[src/rtl/braille_pkg.sv]
// Shared constants and types for the Braille key front end and its consumers.
package braille_pkg;

  // Six dot keys; bit 0 is dot 1. Downstream compare logic sizes its
  // pattern registers from this constant.
  localparam int BRAILLE_NKEYS = 6;

  // Default debounce window in 1 ms ticks.
  localparam int BRAILLE_DEB_MS = 20;

  // Counter width that comfortably holds the default window.
  localparam int BRAILLE_CNT_W = 5;

  // Chord capture FSM states.
  typedef enum logic [0:0] {
    CH_IDLE    = 1'b0,
    CH_COLLECT = 1'b1
  } chord_state_e;

  // Encoded state values for consumers that only see the raw debug bit.
  localparam logic [0:0] ST_IDLE    = 1'b0;
  localparam logic [0:0] ST_COLLECT = 1'b1;

endpackage

[src/rtl/key_debounce_ch.sv]
// One key channel: 2-flop synchroniser (inverting the active-low key),
// a tick counter that must see DEB_MS uninterrupted 1 ms ticks before a
// level change is accepted, and a mismatch flag used to run the timer.
module key_debounce_ch #(
  parameter int DEB_MS = 20,
  parameter int CNT_W  = 5
) (
  input  logic clk,
  input  logic rst,
  input  logic key_n,
  input  logic tick_1ms,
  output logic stable,
  output logic mismatch
);

  localparam logic [CNT_W-1:0] CNT_LAST = CNT_W'(DEB_MS - 1);

  logic             sync1_q, sync1_d;
  logic             sync2_q, sync2_d;
  logic             stable_q, stable_d;
  logic [CNT_W-1:0] cnt_q, cnt_d;

  // Next-state: synchronise, then count ticks while the synchronised level
  // disagrees with the accepted level. Agreement clears the count even on a
  // tick, so any bounce back restarts the window.
  always_comb begin
    sync1_d  = ~key_n;
    sync2_d  = sync1_q;
    stable_d = stable_q;
    cnt_d    = cnt_q;
    if (sync2_q == stable_q) begin
      cnt_d = '0;
    end else if (tick_1ms) begin
      if (cnt_q == CNT_LAST) begin
        stable_d = sync2_q;
        cnt_d    = '0;
      end else begin
        cnt_d = cnt_q + CNT_W'(1);
      end
    end
  end

  // Channel registers; synchroniser resets to the released level.
  always_ff @(posedge clk) begin
    if (!rst) begin
      sync1_q  <= 1'b0;
      sync2_q  <= 1'b0;
      stable_q <= 1'b0;
      cnt_q    <= '0;
    end else begin
      sync1_q  <= sync1_d;
      sync2_q  <= sync2_d;
      stable_q <= stable_d;
      cnt_q    <= cnt_d;
    end
  end

  assign stable   = stable_q;
  assign mismatch = sync2_q ^ stable_q;

endmodule

[src/rtl/braille_key_debounce.sv]
// Debounce for the six Braille dot keys plus chord capture.
// A chord is the OR of every key level seen from the first accepted press
// until all keys are accepted as released.
//
// Handshake: chord is stable whenever chord_valid = 1. chord_valid stays
// high until a cycle with chord_ack = 1; it drops on the following edge
// unless a new chord completes in that same cycle, in which case the new
// chord replaces the old one and chord_valid stays high. A chord completing
// while the previous one is pending and unacknowledged is dropped and
// signalled by a one-cycle overrun pulse. chord_ack with chord_valid = 0 has
// no effect.
module braille_key_debounce
  import braille_pkg::*;
#(
  parameter int NKEYS  = BRAILLE_NKEYS,
  parameter int DEB_MS = BRAILLE_DEB_MS,
  parameter int CNT_W  = BRAILLE_CNT_W
) (
  input  logic             clk,
  input  logic             rst,
  input  logic [NKEYS-1:0] key_n,
  input  logic             tick_1ms,
  output logic             tick_en,
  output logic [NKEYS-1:0] key_state,
  output logic [NKEYS-1:0] chord,
  output logic             chord_valid,
  input  logic             chord_ack,
  output logic             overrun,
  output logic             fsm_state_dbg
);

  logic [NKEYS-1:0] stable;
  logic [NKEYS-1:0] mismatch;

  for (genvar g = 0; g < NKEYS; g++) begin : g_ch
    key_debounce_ch #(
      .DEB_MS (DEB_MS),
      .CNT_W  (CNT_W)
    ) u_ch (
      .clk      (clk),
      .rst      (rst),
      .key_n    (key_n[g]),
      .tick_1ms (tick_1ms),
      .stable   (stable[g]),
      .mismatch (mismatch[g])
    );
  end

  assign key_state = stable;

  // ---------------------------------------------------------------------
  // Timer enable: registered OR of all channel mismatches.
  // ---------------------------------------------------------------------
  logic tick_en_q, tick_en_d;

  // Timer runs whenever any channel has an unresolved level change.
  always_comb begin
    tick_en_d = |mismatch;
  end

  // Timer enable register.
  always_ff @(posedge clk) begin
    if (!rst) begin
      tick_en_q <= 1'b0;
    end else begin
      tick_en_q <= tick_en_d;
    end
  end

  assign tick_en = tick_en_q;

  // ---------------------------------------------------------------------
  // Chord FSM: IDLE waits for any held key, COLLECT ORs key levels until
  // all keys are released, then fires a completion event.
  // ---------------------------------------------------------------------
  chord_state_e     state_q, state_d;
  logic [NKEYS-1:0] accum_q, accum_d;
  logic             done;

  // FSM next-state and accumulator update.
  always_comb begin
    state_d = state_q;
    accum_d = accum_q;
    done    = 1'b0;
    case (state_q)
      CH_IDLE: begin
        accum_d = '0;
        if (|stable) begin
          state_d = CH_COLLECT;
          accum_d = stable;
        end
      end
      CH_COLLECT: begin
        if (stable == '0) begin
          state_d = CH_IDLE;
          accum_d = '0;
          done    = 1'b1;
        end else begin
          accum_d = accum_q | stable;
        end
      end
      default: begin
        state_d = CH_IDLE;
        accum_d = '0;
      end
    endcase
  end

  // FSM registers.
  always_ff @(posedge clk) begin
    if (!rst) begin
      state_q <= CH_IDLE;
      accum_q <= '0;
    end else begin
      state_q <= state_d;
      accum_q <= accum_d;
    end
  end

  assign fsm_state_dbg = state_q;

  // ---------------------------------------------------------------------
  // Output holding register and handshake.
  // ---------------------------------------------------------------------
  logic [NKEYS-1:0] chord_q, chord_d;
  logic             chord_valid_q, chord_valid_d;
  logic             overrun_q, overrun_d;

  // Completion loads the holding register if it is free or being freed this
  // cycle; otherwise the new chord is lost and overrun pulses.
  always_comb begin
    chord_d       = chord_q;
    chord_valid_d = chord_valid_q;
    overrun_d     = 1'b0;
    if (done) begin
      if (!chord_valid_q || chord_ack) begin
        chord_d       = accum_q;
        chord_valid_d = 1'b1;
      end else begin
        overrun_d = 1'b1;
      end
    end else if (chord_ack && chord_valid_q) begin
      chord_valid_d = 1'b0;
    end
  end

  // Output registers.
  always_ff @(posedge clk) begin
    if (!rst) begin
      chord_q       <= '0;
      chord_valid_q <= 1'b0;
      overrun_q     <= 1'b0;
    end else begin
      chord_q       <= chord_d;
      chord_valid_q <= chord_valid_d;
      overrun_q     <= overrun_d;
    end
  end

  assign chord       = chord_q;
  assign chord_valid = chord_valid_q;
  assign overrun     = overrun_q;

endmodule

[config.mk]
export PLATFORM = sky130hd
export DESIGN_NAME = braille_key_debounce
export DESIGN_NICKNAME = d
export VERILOG_FILES = /design/src/rtl/braille_pkg.sv /design/src/rtl/key_debounce_ch.sv /design/src/rtl/braille_key_debounce.sv
export SDC_FILE = /design/constraint.sdc
export NUM_CORES = 1
export LEC_CHECK = 0
export CAP_MARGIN = 20
export CORE_ASPECT_RATIO = 1.2
export CORE_UTILIZATION = 50
export DETAILED_ROUTE_END_ITERATION = 12
export PLACE_DENSITY = 0.71
export SYNTH_ARGS = -nofsm -noshare
export SYNTH_HDL_FRONTEND = slang
export SYNTH_HIERARCHICAL = 1
export SYNTH_SLANG_ARGS = --single-unit
[constraint.sdc]
create_clock -name clk -period 3.4 [get_ports clk]
set_input_delay 0.85 -clock clk [delete_from_list [all_inputs] [get_ports clk]]
set_output_delay 0.85 -clock clk [all_outputs]
set_load 0.005 [all_outputs]
==> run_results.csv, run 1 <==
group,metric,value,unit
logic_synthesis,synth-seq-area-share,48.1,%
critical_path,crit_type,"reg2out",
critical_path,critPathTopFamily,"buffers and inverters",
sta,min_period_over_period,66.0,%
logic_synthesis,synth.area.top_cells,"dfxtp_1 48%, mux2i_1 4.5%, nor2_1 4.4%, xor2_1 3.9%, o311ai_2 3.7%",
route,routed-via-count,1966,
clocking,postCtsSetupBuffers,0,
status,outcome,"finished clean",
finish,area_delta_synth_final,19.5,%
logic_synthesis,yosysUniqueCellTypes,30,
critical_path,crit_path_max_incr_delay,0.57,ns
clocking,cts_made_buffers,9,
clocking,clk_latency,0.34,ns
logic_synthesis,yosys.area.top_type,"dfxtp_1",
logic_synthesis,syn_inst,257,
logic_synthesis,synth_fp_nets,273,
sta,fmax,445,MHz
floorplanning,dieArea,5620,sq um
pwr,p_sw_share,21.6,%
finish,nets,310,
critical_path,crit_path_top_delay_cell,"clkdlybuf4s50_1",
critical_path,crit_required,2.55,ns
critical_path,cp-start-kind,"flop",
clocking,cts_root_buf,"clkbuf_8",
clocking,cts.sinks,64,
critical_path,crit_fanout,6,
sta,worst_slack,1.16,ns
finish,diodes,0,
sta,slew_viol_final,0,
pwr,leakage,0.00111,uW
floorplanning,core_area,5040,sq um
sta,fin_tns_setup,0,ns
route,drt_pre_antenna_iters,4,
critical_path,cp.depth,1,
route,drc,0,
pwr,p_seq_share,54.1,%
logic_synthesis,syn_area,2660,sq um
floorplanning,fp.dieH,82.0,um
critical_path,crit_buf_inv,1,
floorplanning,start_util,52.8,%
place,pre_cts_slack,0.995,ns
global_routing,antenna_found_initial,0,
floorplanning,io_pins,26,
clocking,holdBufCountCts,0,
pwr,power.switching,305,uW
logic_synthesis,ys_warn_count,6,
route,vias_per_cell,5.48,
min_path,holdPathStages,1,
pwr,p_int,1110,uW
pwr,power_frac_clock,41.8,%
global_routing,grt_use_total,20.1,%
logic_synthesis,yosysTopAreaCellShare,48.1,%
place,portBuffers,25,
place,post-dp-hpwl,3360,um
sta,slew_headroom,67.3,%
clocking,ctsLongestPathBuffers,2,
critical_path,worstPathCellList,"clkdlybuf4s50_1",
sta,worst_pin_slew,0.491,ns
route,routed_wl,4820,um
sta,grt_setup_unrepaired,"no",
critical_path,cp_data_arrival_time,1.39,ns
place,place_congestion,0.781,
clocking,htree_levels,3,
global_routing,grt_overflow,0,
floorplanning,rows,28,
pwr,p_per_area,443,nW/um^2
sta,min_period,2.24,ns
pwr,p_comb_share,4.0,%
logic_synthesis,synth_seq_cells,64,
route,postRouteAntennaNets,0,
floorplanning,fp.dieW,68.6,um
clocking,clk_pin_slew,0.06,ns
route,wire_per_inst,13.4,um
finish,n_fill_cell,436,
critical_path,cp-end-kind,"output port",
critical_path,rr_worst_depth,3,
clocking,cts_tree,"done",
global_routing,grt_max_degree,31,
clocking,cts_resized,0,
sta,clock_skew,0.00601,ns
run,cap_violations,0,
global_routing,grt_pass1_wl,8060,um
global_routing,grt_pass1_vias,1817,
logic_synthesis,avgSynthCellArea,10.4,sq um
route,drtIter0Drc,115,
sta,hold_violations,0,
finish,drive_above_1_share,13.4,%
min_path,hp-class,"reg2reg",
pwr,vdd_ir_drop_max,0.241,mV
sta,setup_violations,0,
[area by class of cell]
class	instances	area [sq um]	area share, %
clock buffers	13	169	5.31
multi-input cells	191	1380	43.2
well taps	60	75.1	2.36
repair buffers	28	268	8.41
clock inverters	3	15.0	0.472
flip-flops and latches	64	1280	40.3
[Yosys cell counts (all sizes together)]
library cell,count
mux2i,12
and3,1
a21oi,12
o41ai,6
nand4,6
xnor2,6
or3b,1
nand2b,6
nor3,1
or4,2
nor2,31
ha,6
o311ai,12
nand4b,6
a21bo,6
and2,6
nand2,30
o21a,1
nor2b,13
xor2,18
dfxtp,64
o31a,2
clkbuf,2
o21ai,7
[registers in the layout, summed over array words and instances, names as in the netlist]
name	flops
g_ch.u_ch/cnt_q	30
tick_en	1
fsm_state_dbg	1
g_ch.u_ch/sync1_q	6
chord_valid	1
overrun	1
accum_q	6
chord	6
g_ch.u_ch/stable	6
g_ch.u_ch/sync2_q	6
[routing by layer]
| metal | wire length [um] | vias up | share of wire (%) | global-route usage, % |
|---|---|---|---|---|
| met4 | 94 | 0 | 2.0 | 10.6 |
| met3 | 212 | 9 | 4.4 | 5.83 |
| met1 | 2190 | 927 | 45 | 23.5 |
| li1 | - | 985 | - | - |
| met5 | 0 | - | 0 | 0 |
| met2 | 2320 | 45 | 48 | 32.6 |
[worst paths after layout]
kind / startpoint / to / slack, ns
hold reg to reg: g_ch[4].u_ch/sync1_q / g_ch[4].u_ch/sync2_q / 0.43
setup / recovery: g_ch[1].u_ch/stable / key_state[1] / 1.16
hold / removal: g_ch[4].u_ch/sync1_q / g_ch[4].u_ch/sync2_q / 0.43
setup reg to reg: g_ch[2].u_ch/stable / chord[2] / 1.71
[placed cells by master, fill, tap and decap left out, drive strengths merged]
cell type,instances
o21a,1
nor3,1
nand4b,6
nand2b,6
nand4,6
clkinv,3
nor2b,13
clkdlybuf4s50,24
a21oi,12
xor2,18
clkbuf,13
o311ai,12
or4,2
xnor2,6
and3,1
o31a,2
a21bo,6
mux2i,12
ha,6
o21ai,7
dfxtp,64
buf,4
or3b,1
and2,6
nor2,31
nand2,30
o41ai,6
[logic make-up after synthesis]
logic type      after synthesis  synth area share (%)
compound gates               46                  14.4
fa+ha+maj                     6                  2.82
xor+xnor                     24                  9.58
flops                        64                  48.1
buf+inv                       2                 0.282
simple gates                103                  20.3
mux                          12                  4.51
[through the flow]
step	cell area, sq um	instances	util (%)	hold WS, ns	power [uW]
3_5_place_dp	3000	343	59.4	0.424	838
5_1_grt	3180	359	63.1	0.448	1470
3_3_place_gp	3000	343	59.4	0.414	837
6_report	3180	359	63.1	0.432	1410
4_1_cts	3180	359	63.1	0.439	1430
2_1_floorplan	2660	257	-	0.412	804
[power groups by stage]
stage	sequential [uW]	combinational [uW]	clock, uW
after floorplan	780	24.6	0
after global placement	780	57.0	0
after detailed placement	780	57.5	0
after CTS	764	57.7	610
after global routing	764	62.9	641
final	764	56.9	590
No activity file was read; power rests on OpenSTA's default activity.
==> run 2, diff against run 1 <==
PLACE_DENSITY = 0.74   (was 0.71)
clock period = 1.9 ns   (was 3.4 ns; I/O delays follow)
==> run 2 against run 1 <==
Clock skew up 0.0020 ns. Via count down 0.36%. Design area up 2.5%. Critical endpoint is now key_state[2]. Largest power group unchanged. Sequential cell count unchanged.
==> run_results.csv, run 2 (synthesis results as in run 1) <==
group,metric,value,unit
global_routing,antenna_found_initial,0,
critical_path,cp_data_arrival_time,1.29,ns
clocking,holdBufCountCts,0,
sta,min_period_over_period,92.9,%
clocking,cts_root_buf,"clkbuf_8",
finish,nets,311,
sta,fin_tns_setup,0,ns
clocking,clk_pin_slew,0.07,ns
floorplanning,dieArea,5620,sq um
clocking,cts.sinks,64,
route,drtIter0Drc,133,
global_routing,grt_overflow,0,
clocking,cts_made_buffers,9,
critical_path,cp-end-kind,"output port",
critical_path,crit_buf_inv,1,
status,outcome,"finished clean",
pwr,vdd_ir_drop_max,0.498,mV
floorplanning,core_area,5040,sq um
critical_path,crit_fanout,5,
sta,slew_viol_final,0,
sta,clock_skew,0.00798,ns
sta,setup_violations,0,
place,place_area,3030,sq um
run,cap_violations,0,
finish,largest_reg_flops,30,
finish,final_common_cell,"dfxtp_1",
route,vias_per_cell,5.44,
route,drc,0,
sta,min_period,1.77,ns
critical_path,worstPathCellList,"clkdlybuf4s50_1",
finish,diodes,0,
global_routing,grt_use_total,19.8,%
floorplanning,start_util,52.8,%
sta,hold_violations,0,
finish,final_cell_area,3260,sq um
finish,area_delta_synth_final,22.5,%
global_routing,grt_pass1_wl,8050,um
route,postRouteAntennaNets,0,
floorplanning,fp.dieH,82.0,um
clocking,ctsLongestPathBuffers,2,
critical_path,crit_path_max_incr_delay,0.55,ns
sta,grt_setup_unrepaired,"no",
place,place_congestion,0.857,
critical_path,crit_type,"reg2out",
floorplanning,fp.dieW,68.6,um
finish,finalNonFillerCells,360,
critical_path,critPathTopFamily,"buffers and inverters",
global_routing,grt_max_degree,34,
sta,slew_headroom,70.3,%
critical_path,cp-start-kind,"flop",
critical_path,crit_path_top_delay_cell,"clkdlybuf4s50_1",
pwr,p_per_area,848,nW/um^2
finish,largest-register,"g_ch.u_ch/cnt_q",
clocking,clk_latency,0.34,ns
route,routed_wl,4860,um
route,drt_pre_antenna_iters,4,
pwr,leakage,0.00113,uW
critical_path,r2r_slack,0.26,ns
sta,fmax,566,MHz
clocking,htree_levels,3,
finish,post-route-util,64.7,%
route,wire_per_inst,13.5,um
sta,worst_pin_slew,0.442,ns
critical_path,crit_required,1.42,ns
place,portBuffers,25,
min_path,hp-class,"reg2reg",
floorplanning,rows,28,
clocking,cts_tree,"done",
finish,most-common-layout-cells,"57 x dfxtp_1, 31 x nor2_1, 24 x nand2_1, 24 x clkdlybuf4s50_1, 13 x nor2b_1",
place,placed_cells,344,
finish,drive_above_1_share,16.0,%
place,post-dp-hpwl,3190,um
route,routed-via-count,1959,
global_routing,grt_pass1_vias,1845,
floorplanning,io_pins,26,
run 2: metrics by stage:
stage / power, uW / setup WS, ns / hold WS, ns
2_1_floorplan: 1440 / 0.359 / 0.412
3_3_place_gp: 1510 / 0.0631 / 0.414
3_5_place_dp: 1510 / 0.0500 / 0.420
4_1_cts: 2800 / 0.0134 / 0.437
5_1_grt: 2860 / 0.0909 / 0.443
6_report: 2770 / 0.134 / 0.435
run 2: cell type report:
class / instances / area, sq um
Tap cell: 60 / 75.1
Sequential cell: 64 / 1290
Fill cell: 424 / 1780
Clock inverter: 5 / 80.1
Multi-Input combinational cell: 191 / 1380
Timing Repair Buffer: 29 / 300
Clock buffer: 11 / 141
run 2: power by group:
group / switching, uW / internal (uW)
Clock: 519 / 772
Combinational: 54.9 / 54.7
Sequential: 8.97 / 1360
Total: 583 / 2180
run 2: layer usage:
layer / wire length [um] / vias to the layer above / GRT usage [%]
met2: 2400 / 46 / 31.8
li1: - / 986 / -
met1: 2150 / 916 / 22.6
met3: 205 / 11 / 6.53
met4: 106 / 0 / 11.3
met5: 0 / - / 0
run 2: final timing paths:
kind | cells past startpoint | from | endpoint
hold reg to reg | 1 | g_ch[1].u_ch/sync1_q | g_ch[1].u_ch/sync2_q
setup / recovery | 1 | g_ch[2].u_ch/stable | key_state[2]
hold / removal | 1 | g_ch[1].u_ch/sync1_q | g_ch[1].u_ch/sync2_q
setup reg to reg | 3 | g_ch[2].u_ch/stable | chord[5]
run 2: what timing repair did:
| item | CTS | global route |
|---|---|---|
| resized for setup | 1 | 6 |
| setup buffers | 0 | 0 |
| pin swaps | 0 | 0 |
| endpoints found under the setup margin | 1 | 6 |
